--- src/rtl/seg_scan_ctrl.sv ---
// -----------------------------------------------------------------------------
// seg_scan_ctrl
//
// Multiplexed 7-segment display scanner with double-buffered digit data,
// per-digit decimal point / blink / forced blank, and optional leading-zero
// suppression.
//
// A prescaler divides clk down to one "tick" per digit slot. Each tick
// advances the digit index and registers the segment and select patterns
// for the new digit. A full pass over all digits is one frame. New data
// written with load_i is held in a shadow set and only becomes visible at
// a frame boundary, so a frame never mixes old and new data.
//
// Parameters:
//   NUM_DIGITS     number of multiplexed digits (2..16)
//   CLK_DIV        clk cycles per digit slot (>= 2)
//   BLINK_DIV      frames per blink half-period (>= 1)
//   SEG_ACTIVE_LOW 1: a lit segment drives 0
//   SEL_ACTIVE_LOW 1: the selected digit drives 0
//
// Ports:
//   clk          rising-edge clock
//   rst_n        asynchronous active-low reset
//   digits_i     4 bits per digit, digit 0 in the least significant nibble
//   load_i       one-cycle strobe capturing digits_i/dp_i/blink_i/blank_i
//   dp_i         decimal point enable per digit
//   blink_i      blink enable per digit
//   blank_i      forced blank per digit
//   lzs_en_i     leading-zero suppression enable (sampled every slot)
//   seg_o        registered segments {dp,g,f,e,d,c,b,a}
//   sel_o        registered one-hot digit select
//   frame_done_o one-cycle pulse when the scan returns to digit 0
// -----------------------------------------------------------------------------
module seg_scan_ctrl #(
  parameter int NUM_DIGITS     = 6,
  parameter int CLK_DIV        = 50000,
  parameter int BLINK_DIV      = 250,
  parameter int SEG_ACTIVE_LOW = 1,
  parameter int SEL_ACTIVE_LOW = 1
) (
  input  logic                    clk,
  input  logic                    rst_n,
  input  logic [4*NUM_DIGITS-1:0] digits_i,
  input  logic                    load_i,
  input  logic [NUM_DIGITS-1:0]   dp_i,
  input  logic [NUM_DIGITS-1:0]   blink_i,
  input  logic [NUM_DIGITS-1:0]   blank_i,
  input  logic                    lzs_en_i,
  output logic [7:0]              seg_o,
  output logic [NUM_DIGITS-1:0]   sel_o,
  output logic                    frame_done_o
);

  // ---------------------------------------------------------------------------
  // Derived widths and constants
  // ---------------------------------------------------------------------------
  localparam int IDX_W   = (NUM_DIGITS > 1) ? $clog2(NUM_DIGITS) : 1;
  localparam int PRESC_W = (CLK_DIV > 1)    ? $clog2(CLK_DIV)    : 1;
  // A one-frame blink half-period needs no counting; keep a 1-bit counter
  // that simply stays at zero.
  localparam int FCNT_W  = (BLINK_DIV > 1)  ? $clog2(BLINK_DIV)  : 1;

  localparam logic [PRESC_W-1:0] PRESC_LAST = PRESC_W'(CLK_DIV - 1);
  localparam logic [IDX_W-1:0]   IDX_LAST   = IDX_W'(NUM_DIGITS - 1);
  localparam logic [FCNT_W-1:0]  FCNT_LAST  = FCNT_W'(BLINK_DIV - 1);

  localparam logic [7:0]            SEG_OFF = (SEG_ACTIVE_LOW != 0) ? 8'hFF : 8'h00;
  localparam logic [NUM_DIGITS-1:0] SEL_OFF = (SEL_ACTIVE_LOW != 0) ?
                                              {NUM_DIGITS{1'b1}} : {NUM_DIGITS{1'b0}};

  // ---------------------------------------------------------------------------
  // Hex to active-high {g,f,e,d,c,b,a}
  // ---------------------------------------------------------------------------
  function automatic logic [6:0] hex_to_seg(input logic [3:0] v);
    hex_to_seg = 7'h00;
    case (v)
      4'h0: hex_to_seg = 7'b0111111;
      4'h1: hex_to_seg = 7'b0000110;
      4'h2: hex_to_seg = 7'b1011011;
      4'h3: hex_to_seg = 7'b1001111;
      4'h4: hex_to_seg = 7'b1100110;
      4'h5: hex_to_seg = 7'b1101101;
      4'h6: hex_to_seg = 7'b1111101;
      4'h7: hex_to_seg = 7'b0000111;
      4'h8: hex_to_seg = 7'b1111111;
      4'h9: hex_to_seg = 7'b1101111;
      4'hA: hex_to_seg = 7'b1110111;
      4'hB: hex_to_seg = 7'b1111100;
      4'hC: hex_to_seg = 7'b0111001;
      4'hD: hex_to_seg = 7'b1011110;
      4'hE: hex_to_seg = 7'b1111001;
      4'hF: hex_to_seg = 7'b1110001;
      default: hex_to_seg = 7'h00;
    endcase
  endfunction

  // ---------------------------------------------------------------------------
  // State
  // ---------------------------------------------------------------------------
  logic [PRESC_W-1:0]      presc_reg,       presc_next;
  logic [IDX_W-1:0]        idx_reg,         idx_next;
  logic [FCNT_W-1:0]       fcnt_reg,        fcnt_next;
  logic                    blink_phase_reg, blink_phase_next;
  logic                    pending_reg,     pending_next;

  // Shadow set: written by load_i, invisible to the display.
  logic [4*NUM_DIGITS-1:0] shd_digits_reg,  shd_digits_next;
  logic [NUM_DIGITS-1:0]   shd_dp_reg,      shd_dp_next;
  logic [NUM_DIGITS-1:0]   shd_blink_reg,   shd_blink_next;
  logic [NUM_DIGITS-1:0]   shd_blank_reg,   shd_blank_next;

  // Active set: what the display actually shows; changes only at frame ends.
  logic [4*NUM_DIGITS-1:0] act_digits_reg,  act_digits_next;
  logic [NUM_DIGITS-1:0]   act_dp_reg,      act_dp_next;
  logic [NUM_DIGITS-1:0]   act_blink_reg,   act_blink_next;
  logic [NUM_DIGITS-1:0]   act_blank_reg,   act_blank_next;

  logic [7:0]              seg_reg;
  logic [NUM_DIGITS-1:0]   sel_reg;
  logic                    frame_done_reg;

  logic                    tick;
  logic                    frame_end;

  // ---------------------------------------------------------------------------
  // Timing: prescaler, digit index, frame counter, blink phase
  // ---------------------------------------------------------------------------
  always_comb begin
    tick      = (presc_reg == PRESC_LAST);
    frame_end = tick && (idx_reg == IDX_LAST);

    presc_next = tick ? '0 : presc_reg + 1'b1;

    idx_next = idx_reg;
    if (tick) begin
      idx_next = (idx_reg == IDX_LAST) ? '0 : idx_reg + 1'b1;
    end

    fcnt_next        = fcnt_reg;
    blink_phase_next = blink_phase_reg;
    if (frame_end) begin
      if (fcnt_reg == FCNT_LAST) begin
        fcnt_next        = '0;
        blink_phase_next = ~blink_phase_reg;
      end else begin
        fcnt_next = fcnt_reg + 1'b1;
      end
    end
  end

  // ---------------------------------------------------------------------------
  // Double buffering
  // ---------------------------------------------------------------------------
  always_comb begin
    shd_digits_next = shd_digits_reg;
    shd_dp_next     = shd_dp_reg;
    shd_blink_next  = shd_blink_reg;
    shd_blank_next  = shd_blank_reg;
    act_digits_next = act_digits_reg;
    act_dp_next     = act_dp_reg;
    act_blink_next  = act_blink_reg;
    act_blank_next  = act_blank_reg;
    pending_next    = pending_reg;

    if (load_i) begin
      shd_digits_next = digits_i;
      shd_dp_next     = dp_i;
      shd_blink_next  = blink_i;
      shd_blank_next  = blank_i;
      pending_next    = 1'b1;
    end

    if (frame_end) begin
      // A load landing on the boundary bypasses the shadow so that it is
      // shown in the very next frame rather than one frame later.
      if (load_i) begin
        act_digits_next = digits_i;
        act_dp_next     = dp_i;
        act_blink_next  = blink_i;
        act_blank_next  = blank_i;
      end else if (pending_reg) begin
        act_digits_next = shd_digits_reg;
        act_dp_next     = shd_dp_reg;
        act_blink_next  = shd_blink_reg;
        act_blank_next  = shd_blank_reg;
      end
      pending_next = 1'b0;
    end
  end

  // ---------------------------------------------------------------------------
  // Per-digit rendering
  //
  // Rendering uses the *next* active set and blink phase: the output register
  // loads on the same edge that swaps buffers, so digit 0 of a new frame must
  // already see the new data.
  // ---------------------------------------------------------------------------
  logic [7:0]            pat [NUM_DIGITS];
  logic [NUM_DIGITS-1:0] sel_onehot;

  for (genvar gi = 0; gi < NUM_DIGITS; gi++) begin : g_digit
    logic [3:0] nib;
    logic       upper_sig;
    logic       lzs_blank;
    logic       dark;

    assign nib = act_digits_next[4*gi +: 4];

    // Something worth showing at this digit or above: a non-zero nibble or a
    // decimal point. Either one stops suppression from here downward.
    assign upper_sig = |{act_digits_next[4*NUM_DIGITS-1:4*gi],
                         act_dp_next[NUM_DIGITS-1:gi]};

    if (gi == 0) begin : g_lsd
      // The units digit always shows, so a zero value reads "0".
      assign lzs_blank = 1'b0;
    end else begin : g_upper
      assign lzs_blank = lzs_en_i & ~upper_sig;
    end

    assign dark = act_blank_next[gi]
                | (act_blink_next[gi] & blink_phase_next)
                | lzs_blank;

    assign pat[gi]        = dark ? 8'h00 : {act_dp_next[gi], hex_to_seg(nib)};
    assign sel_onehot[gi] = (idx_next == IDX_W'(gi));
  end

  logic [7:0]            seg_disp;
  logic [NUM_DIGITS-1:0] sel_disp;

  always_comb begin
    seg_disp = (SEG_ACTIVE_LOW != 0) ? ~pat[idx_next] : pat[idx_next];
    sel_disp = (SEL_ACTIVE_LOW != 0) ? ~sel_onehot    : sel_onehot;
  end

  // ---------------------------------------------------------------------------
  // Registers
  // ---------------------------------------------------------------------------
  always_ff @(posedge clk or negedge rst_n) begin
    if (!rst_n) begin
      presc_reg       <= '0;
      idx_reg         <= '0;
      fcnt_reg        <= '0;
      blink_phase_reg <= 1'b0;
      pending_reg     <= 1'b0;
      shd_digits_reg  <= '0;
      shd_dp_reg      <= '0;
      shd_blink_reg   <= '0;
      shd_blank_reg   <= '0;
      act_digits_reg  <= '0;
      act_dp_reg      <= '0;
      act_blink_reg   <= '0;
      act_blank_reg   <= '0;
      seg_reg         <= SEG_OFF;
      sel_reg         <= SEL_OFF;
      frame_done_reg  <= 1'b0;
    end else begin
      presc_reg       <= presc_next;
      idx_reg         <= idx_next;
      fcnt_reg        <= fcnt_next;
      blink_phase_reg <= blink_phase_next;
      pending_reg     <= pending_next;
      shd_digits_reg  <= shd_digits_next;
      shd_dp_reg      <= shd_dp_next;
      shd_blink_reg   <= shd_blink_next;
      shd_blank_reg   <= shd_blank_next;
      act_digits_reg  <= act_digits_next;
      act_dp_reg      <= act_dp_next;
      act_blink_reg   <= act_blink_next;
      act_blank_reg   <= act_blank_next;
      // Outputs only move on a slot change; between ticks they hold steady
      // so the display does not flicker with live lzs_en_i changes.
      if (tick) begin
        seg_reg <= seg_disp;
        sel_reg <= sel_disp;
      end
      frame_done_reg  <= frame_end;
    end
  end

  assign seg_o        = seg_reg;
  assign sel_o        = sel_reg;
  assign frame_done_o = frame_done_reg;

endmodule

--- config.mk ---
export PLATFORM = sky130hd
export DESIGN_NAME = seg_scan_ctrl
export DESIGN_NICKNAME = d
export VERILOG_FILES = /design/src/rtl/seg_scan_ctrl.sv
export SDC_FILE = /design/constraint.sdc
export NUM_CORES = 1
export LEC_CHECK = 0
export ABC_AREA = 1
export BUFFER_PORTS_ARGS = -buffer_cell sky130_fd_sc_hd__buf_4
export CAP_MARGIN = 15
export CELL_PAD_IN_SITES_DETAIL_PLACEMENT = 1
export CELL_PAD_IN_SITES_GLOBAL_PLACEMENT = 1
export CORE_MARGIN = 4
export CORE_UTILIZATION = 48
export DETAILED_ROUTE_END_ITERATION = 12
export GPL_TIMING_DRIVEN = 0
export PLACE_DENSITY_LB_ADDON = 0.1
export SLEW_MARGIN = 20
export SYNTH_ARGS = -nofsm -noshare
export SYNTH_HDL_FRONTEND = slang
export SYNTH_SLANG_ARGS = --single-unit
--- constraint.sdc ---
create_clock -name clk -period 7.1 [get_ports clk]
set_input_delay 1.42 -clock clk [delete_from_list [all_inputs] [get_ports clk]]
set_output_delay 1.42 -clock clk [all_outputs]
set_load 0.005 [all_outputs]
After elaboration in Yosys (flattened, before gate mapping)
Memories as Yosys holds them, arrays and structs flattened. Cells that the tools add are included.

Register bits after elaboration: 128. Logic and storage cells: 102. Latch bits: 0. Memories: 6. Memory bits (writable): 0. ROM bits: 672. Output and inout bits: 15.

Memory list: (no name shown) (depth 16, width 7, read ports 1, clocked after Yosys merged registers in 0, write ports 0, RTL line 76) `case (v)`; (no name shown) (depth 16, width 7, read ports 1, clocked after Yosys merged registers in 0, write ports 0, RTL line 76); (no name shown) (depth 16, width 7, read ports 1, clocked after Yosys merged registers in 0, write ports 0, RTL line 76); (no name shown) (depth 16, width 7, read ports 1, clocked after Yosys merged registers in 0, write ports 0, RTL line 76); (no name shown) (depth 16, width 7, read ports 1, clocked after Yosys merged registers in 0, write ports 0, RTL line 76); (no name shown) (depth 16, width 7, read ports 1, clocked after Yosys merged registers in 0, write ports 0, RTL line 76).

Multiply operators: 0. Shift operators: 0. Div/mod/pow operators: 0. Equality and inequality tests: 8. $lt $le $gt $ge: 1. Reductions and logical operators: 8. $add $sub $neg: 3. Muxes and demuxes: 29. Bitwise logic cells: 31.

Operator list (count): $mux 24 (3); $mux 8 (9); $mux 6 (9); $reduce_or 25->1 (1); $bmux 8 s3 (1); $reduce_or 20->1 (1); $add 16x1->16 const B (1); $eq 16x16->1 const B (1); $mux 16 (1); $reduce_or 15->1 (1); $and 1x1->1 (11); $or 1x1->1 (11); $reduce_or 10->1 (1); $eq 3x3->1 const B (3); $add 8x1->8 const B (1); $eq 8x8->1 const B (1); $not 8->8 (1); $eq 3x2->1 const B (2); $mux 3 (2); $not 1->1 (6); $not 6->6 (1); $reduce_or 5->1 (1); $ge 4x4->1 const B (1); $mux 1 (4); other kinds (6) (6).

Longest topological paths before layout
Gate-level depths: netlist of the first run.

Word-level depth: 12. Depth in mapped cells: 23.

Worst setup path after synthesis of the first run
OpenSTA, ideal clock, no wires.

Path kind: input -> register. Start: in load_i. End: reg seg_reg[2] (netlist: seg_o[2]). Slack: 3.465 ns. Data arrival time: 3.574 ns. Stages: 16. Data required time: 7.039 ns. Buffers on the path: 2. Path through: inv_1 clkbuf_1 clkbuf_1 o21ai_0 nand2_1 o21ai_0 inv_1 ha_1 nand3_1 nor2_1 nand3_1 nand2_1 o21ai_0 a21oi_1 nand2_1 nand2_1.

Longest elaborated chain between the ends: 11. Elaborated cells on any way between the ends: 56. Those cells by class: mux (17); bitwise (28); reduce/logical (5); memory (6).

Ends and longest elaborated chain: start: declaration (RTL line 44) `input logic load_i,`; $mux 24 (*) (RTL line 176) `if (load_i) begin`; $mux 24 (*) (RTL line 173) `if (frame_end) begin`; via act_digits_next[17] (RTL line 113) `logic [4*NUM_DIGITS-1:0] act_digits_reg, act_digits_next;`; $reduce_or 25->1 (tied with other cells) (RTL line 211) `assign upper_sig = |{act_digits_next[4*NUM_DIGITS-1:4*gi],`; $not 1->1 (RTL line 218) `assign lzs_blank = lzs_en_i & ~upper_sig;`; $and 1x1->1 (RTL line 218); $or 1x1->1 (RTL line 223) `| lzs_blank;`; $mux 8 (RTL line 225) `assign pat[gi] = dark ? 8'h00 : {act_dp_next[gi], hex_to_seg(nib)};`; $bmux 8 s3 (*); $mux 8 (implied by the code) (*) (2 in a row) (RTL line 233) `seg_disp = (SEG_ACTIVE_LOW != 0) ? ~pat[idx_next] : pat[idx_next];`; $not 8->8 (*) (RTL line 233); end signal: assignment (RTL line 275) `seg_reg <= seg_disp;`; end: declaration (RTL line 118) `logic [7:0] seg_reg;`.

Mark *: on every way through the listed nets, which the timed path passes. The rest lies on a longest branch. The select of a mux whose other input is x is not followed. A chain may end at the register's enable or synchronous reset.

Worst setup path in the final report of the first run
Start: in load_i. End: reg seg_reg[6] (netlist: seg_o[6]).

The elaborated chain is that of the path after synthesis.

==> results of run 1 <==
-- cell type report --
type,instances,area (µm²)
timing repair buffer,61,485
buffer,34,188
inverter,147,552
sequential,128,3220
clock inverter,15,209
multi-input combinational,905,4400
tap,220,275
fill,2253,7060
clock buffer,17,425
-- cells by family (layout without fill, tap and decap cells) --
| logic type | Yosys count | after routing | synth area share, % |
|---|---|---|---|
| adder cells (fa/ha/maj) | 39 | 39 | 5.84 |
| flip-flops | 128 | 128 | 38.5 |
| buffers and inverters | 181 | 274 | 8.84 |
| AO/OA/AOI/OAI | 163 | 163 | 11.3 |
| XOR/XNOR | 3 | 3 | 0.314 |
| AND/OR/NAND/NOR | 700 | 700 | 35.2 |
-- final timing paths --
kind | slack, ns | end | cells past startpoint | startpoint
min in group asynchronous | 0.94 | fcnt_reg[6] | 1 | rst_n
min | 0.47 | presc_reg[0] | 1 | presc_reg[0]
max reg2reg | 3.29 | seg_o[7] | 18 | presc_reg[0]
max | 2.43 | seg_o[6] | 17 | load_i
max in group asynchronous | 5.41 | sel_o[5] | 2 | rst_n
min reg2reg | 0.47 | presc_reg[0] | 1 | presc_reg[0]
-- layer usage --
metal / vias to the layer above / GRT usage [%] / routed length [µm]
met4: 0 / 11.0 / 841
met1: 4081 / 37.5 / 12300
met3: 58 / 5.49 / 1340
li1: 3991 / - / -
met5: - / 0 / 0
met2: 201 / 49.3 / 13600
-- per-stage QoR --
stage	worst slack [ns]	hold slack [ns]	cell area (µm²)	cells
after global routing	2.11	0.497	9760	1527
after floorplan	3.47	0.431	8360	1214
after CTS	2.32	0.468	9760	1527
final	2.43	0.466	9760	1527
after global placement	2.03	0.448	9090	1494
after detailed placement	1.91	0.454	9120	1495
-- synth_stat cells --
| cell type | instances |
|---|---|
| ha_1 | 39 |
| a21oi_4 | 2 |
| xor2_1 | 3 |
| dfrtp_1 | 114 |
| nand3_2 | 2 |
| o211ai_1 | 4 |
| buf_6 | 3 |
| buf_1 | 3 |
| o21ai_1 | 2 |
| o21bai_2 | 1 |
| nand3b_1 | 3 |
| nor3_4 | 1 |
| buf_2 | 12 |
| buf_4 | 6 |
| o211a_1 | 1 |
| inv_1 | 133 |
| clkbuf_1 | 10 |
| nor3b_1 | 1 |
| clkinv_1 | 1 |
| or2_2 | 1 |
| o21a_1 | 2 |
| o21ai_2 | 5 |
| nor3_1 | 14 |
| o21bai_1 | 3 |
| nand2_2 | 12 |
| o21ai_0 | 79 |
| nand2_4 | 1 |
| inv_2 | 13 |
| nand4_1 | 4 |
| o22ai_1 | 3 |
| nand3_1 | 101 |
| dfstp_2 | 14 |
| a31oi_1 | 13 |
| nor2_1 | 122 |
| nand2_1 | 419 |
| a21oi_1 | 38 |
| nor2_2 | 11 |
| a21oi_2 | 4 |
| nor2_4 | 5 |
| a21boi_0 | 6 |
| nand3_4 | 1 |
| and3_1 | 1 |
| nor4_1 | 1 |
-- worst max-delay path, cell delays in order --
cell and delay, ns:
buf_4 0.13, inv_1 0.12, clkbuf_1 0.41, clkbuf_1 0.50, o21ai_0 0.24, nand2_1 0.14
o21ai_1 0.31, inv_1 0.26, ha_1 0.22, nand3_1 0.13, nor2_1 0.23, nand3_1 0.23
nand2_1 0.20, o21ai_0 0.10, a21oi_1 0.21, nand2_1 0.10, nand2_1 0.07
-- power by group through the flow --
stage	Sequential [mW]	Combinational (mW)	Clock (mW)
5_1_grt	0.770	0.167	1.01
6_report	0.767	0.146	0.960
4_1_cts	0.767	0.147	0.969
3_5_place_dp	0.779	0.144	0
3_3_place_gp	0.778	0.134	0
2_1_floorplan	0.776	0.0781	0
==> results_dict.tcl, run 1 <==
set metrics [dict create \
    status "finished clean" \
    critPathMaxFanout 10 \
    coreArea_um2 16800 \
    insertion_delay_ns 0.43 \
    cts_tree "yes" \
    grt_pass1_vias 8810 \
    yosys.area.top_type_share_pct 34.1 \
    port-buffer-count 60 \
    crit_path_end_kind "flip-flop" \
    synth.avg_cell_area_um2 6.89 \
    die_w_um 140 \
    switching_share_pct 25.2 \
    post-cts-setup-buffers 0 \
    syn_nets 1299 \
    finalSetupTns_ns 0 \
    fin_crit_ns 4.67 \
    slew_headroom_pct 33.4 \
    netlist-cell-type-count 43 \
    wl_per_cell_um 18.4 \
    timing.fmax_mhz 214 \
    ant_nets 0 \
    num_rows 47 \
    track_usage_pct 29.2 \
    netlist_area_um2 8360 \
    first_pass_iters 5 \
    cts_root_buffer "clkbuf_16" \
    clock-sinks 128 \
    combinationalPowerShare_pct 7.8 \
    drt_iter0_drc 505 \
    peakVddDrop_mv 0.171 \
    grt.overflow.total 0 \
    cts_resized 0 \
    startpoint_type "input pin" \
    cts_buffers 17 \
    synth.area.top_cells "dfrtp_1, nand2_1, nand3_1" \
    finClkSkew_ns 0.0106 \
    switching_power_mw 0.473 \
    synth_largest_area_cell "dfrtp_1" \
    areaGrowthSynthToFinish_pct 16.7 \
    clock_path_buffers 2 \
    grt_pass1_wl_mm 45.8 \
    path_clk_slew_ns 0.06 \
    worstMarginPinSlew_ns 0.988 \
    grt_antenna_before_repair 0 \
    drcViolationCount 0 \
    power_frac_seq_pct 41.0 \
    finalCritPeriodShare_pct 65.7 \
    nets 1379 \
    powerDensity_nw_per_um2 192 \
    cp.arrival_ns 5.04 \
    cp.required_ns 7.47 \
    setup_viol 0 \
    avgViaCountPerCell 5.46 \
    clockPowerShare_pct 51.3 \
    hold_violations 0 \
    gp_congestion 0.930 \
    ios 61 \
    maxCapViolations 0 \
    postLayoutCoreUtil_pct 58.0 \
    hp-class "reg2reg" \
    layout_common_cells "nand2_1, inv_1, nor2_1" \
    antenna_cells 0 \
    synth-seq-area-share_pct 38.5 \
    grt_max_degree 69 \
    ys_ff_latch 128 \
    p_leak_nw 5.14 \
    drive_above_1_share_pct 14.3 \
    crit_type "in2reg" \
    p_int_mw 1.40 \
    via_count 8331 \
    die-area_um2 19600 \
    finalPower_mw 1.87 \
    initial_core_util_pct 49.7 \
    htreeDepth 4 \
    totalWireLength_mm 28.1 \
    final-max-slew-violation-count 0 \
    layout.cells.most_common "nand2_1" \
    die_y_um 140 \
    cts_hold_buffers 0 \
    dp_hpwl_mm 20.7 \
    rsz0062_at_grt "false" \
    ys_warn_count 0 \
    syn_inst 1214 \
]
Power figures use the tool's default switching activity.
==> run 2: changes to the inputs <==
--- a/config.mk
+++ b/config.mk
@@ -11,7 +11,7 @@
 export CELL_PAD_IN_SITES_DETAIL_PLACEMENT = 1
 export CELL_PAD_IN_SITES_GLOBAL_PLACEMENT = 1
 export CORE_MARGIN = 4
-export CORE_UTILIZATION = 48
+export CORE_UTILIZATION = 40
 export DETAILED_ROUTE_END_ITERATION = 12
 export GPL_TIMING_DRIVEN = 0
 export PLACE_DENSITY_LB_ADDON = 0.1
==> constraint.sdc (replaced) <==
create_clock -name clk -period 3.95 [get_ports clk]
set_input_delay 0.79 -clock clk [delete_from_list [all_inputs] [get_ports clk]]
set_output_delay 0.79 -clock clk [all_outputs]
set_load 0.005 [all_outputs]
==> run 2 against run 1 <==
Highest routed layer unchanged. Via count down 3.7%. Largest power group unchanged. First-iteration DRC count down 10%. Critical endpoint is now seg_o[7]. Critical path type unchanged. Clock skew about the same.
==> results_dict.tcl, run 2 (same netlist as run 1, synthesis figures left out) <==
set metrics [dict create \
    hp-class "in2async" \
    place_ws_ns -0.442 \
    grt_pass1_vias 8657 \
    crit_path_end_kind "flip-flop" \
    insertion_delay_ns 0.44 \
    slew_headroom_pct 46.9 \
    maxCapViolations 0 \
    multi_input_area_um2 4410 \
    finClkSkew_ns 0.0107 \
    wl_per_cell_um 17.6 \
    die_y_um 153 \
    seq_area_um2 3220 \
    antenna_cells 0 \
    peakVddDrop_mv 0.265 \
    layout_common_cells "nand2_1, inv_1, nor2_1" \
    path_cells "buf_4 > inv_1 > buf_2 > clkbuf_1 > o21ai_0 > nand2_1 > o21ai_2 > inv_1 > ha_1 > nand3_1 > nor2_1 > nand3_1 > nand2_1 > o21ai_0 > a21oi_1 > nand2_1 > nand2_1" \
    ios 61 \
    post-cts-setup-buffers 0 \
    critPathMaxFanout 10 \
    nets 1378 \
    grt.overflow.total 0 \
    powerDensity_nw_per_um2 351 \
    drcViolationCount 0 \
    critPathMaxStageDelay_ns 0.55 \
    areaGrowthSynthToFinish_pct 17.8 \
    cp.required_ns 4.33 \
    grt_pass1_wl_mm 45.9 \
    layout.cells.most_common "nand2_1" \
    coreArea_um2 20400 \
    ant_nets 0 \
    placed_cell_area_um2 9180 \
    first_pass_iters 5 \
    grt_max_degree 70 \
    initial_core_util_pct 41.1 \
    dp_hpwl_mm 20.9 \
    fin_crit_ns 3.59 \
    setup_viol 0 \
    hold_violations 0 \
    track_usage_pct 24.7 \
    die_w_um 153 \
    timing.fmax_mhz 279 \
    holdWs_ns 0.274 \
    gp_congestion 0.886 \
    totalWireLength_mm 27.8 \
    finalCritPeriodShare_pct 90.8 \
    avgViaCountPerCell 5.09 \
    port-buffer-count 60 \
    finalPower_mw 3.45 \
    worst_path_max_delay_cell "clkbuf_1" \
    postLayoutCoreUtil_pct 48.4 \
    cp.arrival_ns 3.96 \
    num_rows 52 \
    nFillCells 2686 \
    drt_iter0_drc 454 \
    crit_top_cell "nand2_1" \
    cts_root_buffer "clkbuf_16" \
    clock_path_buffers 2 \
    final-max-slew-violation-count 0 \
    cts_tree "yes" \
    layout_setup_ws_ns 0.365 \
    path_clk_slew_ns 0.06 \
    drive_above_1_share_pct 14.6 \
    htreeDepth 4 \
    crit_type "in2reg" \
    worstMarginPinSlew_ns 0.788 \
    via_count 8025 \
    cts_buffers 17 \
    clock-sinks 128 \
    startpoint_type "input pin" \
    die-area_um2 23300 \
    grt_antenna_before_repair 0 \
    status "finished clean" \
    rsz0062_at_grt "true" \
    design_area_um2 9850 \
    p_leak_nw 5.15 \
]
==> run 2: changes by cell type in the layout (fill, tap and decap cells not counted), sizes merged <==
cell	previous run	this run
clkinv	6	5
buf	85	84
bufinv	4	5
==> run 2: through the flow <==
stage | instances | TNS [ns]
4_1_cts | 1577 | 0
3_5_place_dp | 1545 | -3.07
2_1_floorplan | 1214 | 0
6_report | 1576 | 0
3_3_place_gp | 1544 | -2.34
5_1_grt | 1576 | -0.0107
==> run 2: layer usage <==
layer,GRT usage (%),wire length [µm]
met1,32.1,13000
met2,42.9,13400
met4,5.85,344
met3,4.23,974
met5,0,0
==> run 2: worst paths after layout <==
kind	to	cells past startpoint	startpoint	slack [ns]
hold / removal	fcnt_reg[5]	1	rst_n	0.27
setup reg to reg	seg_o[7]	18	presc_reg[0]	0.37
max in group asynchronous	seg_o[7]	2	rst_n	2.90
min in group clk	presc_reg[0]	1	presc_reg[0]	0.47
hold reg to reg	presc_reg[0]	1	presc_reg[0]	0.47
setup / recovery	seg_o[7]	17	load_i	0.36
==> run 2: layout make-up <==
cell class / instances / share of cell area, %
inverters: 147 / 5.60
flip-flops and latches: 128 / 32.7
repair buffers: 61 / 4.93
clock inverters: 15 / 2.35
well taps: 270 / 3.43
multi-input cells: 905 / 44.8
plain buffers: 33 / 1.88
clock buffers: 17 / 4.32
==> run 2: critical path: cells and delay by family <==
family,cells,cell delay (ns)
AND/OR/NAND/NOR,7,1.00
AO/OA/AOI/OAI,4,0.64
buffers and inverters,5,1.27
adder cells (fa/ha/maj),1,0.23
==> run 2: what timing repair did <==
item / 4_1_cts / 5_1_grt
gates cloned: 0 / 0
endpoints found under the hold margin: 0 / 0
hold buffers: 0 / 0
resized for setup: 1 / 5
setup endpoints to repair: 1 / 8
==> run 2: power by group <==
part / leakage [nW] / internal [mW] / switching (mW) / total, mW
Sequential: 1.51 / 1.36 / 0.0204 / 1.38
Combinational: 3.33 / 0.0942 / 0.165 / 0.259
Clock: 0.315 / 1.13 / 0.686 / 1.82
Total: 5.15 / 2.58 / 0.872 / 3.45
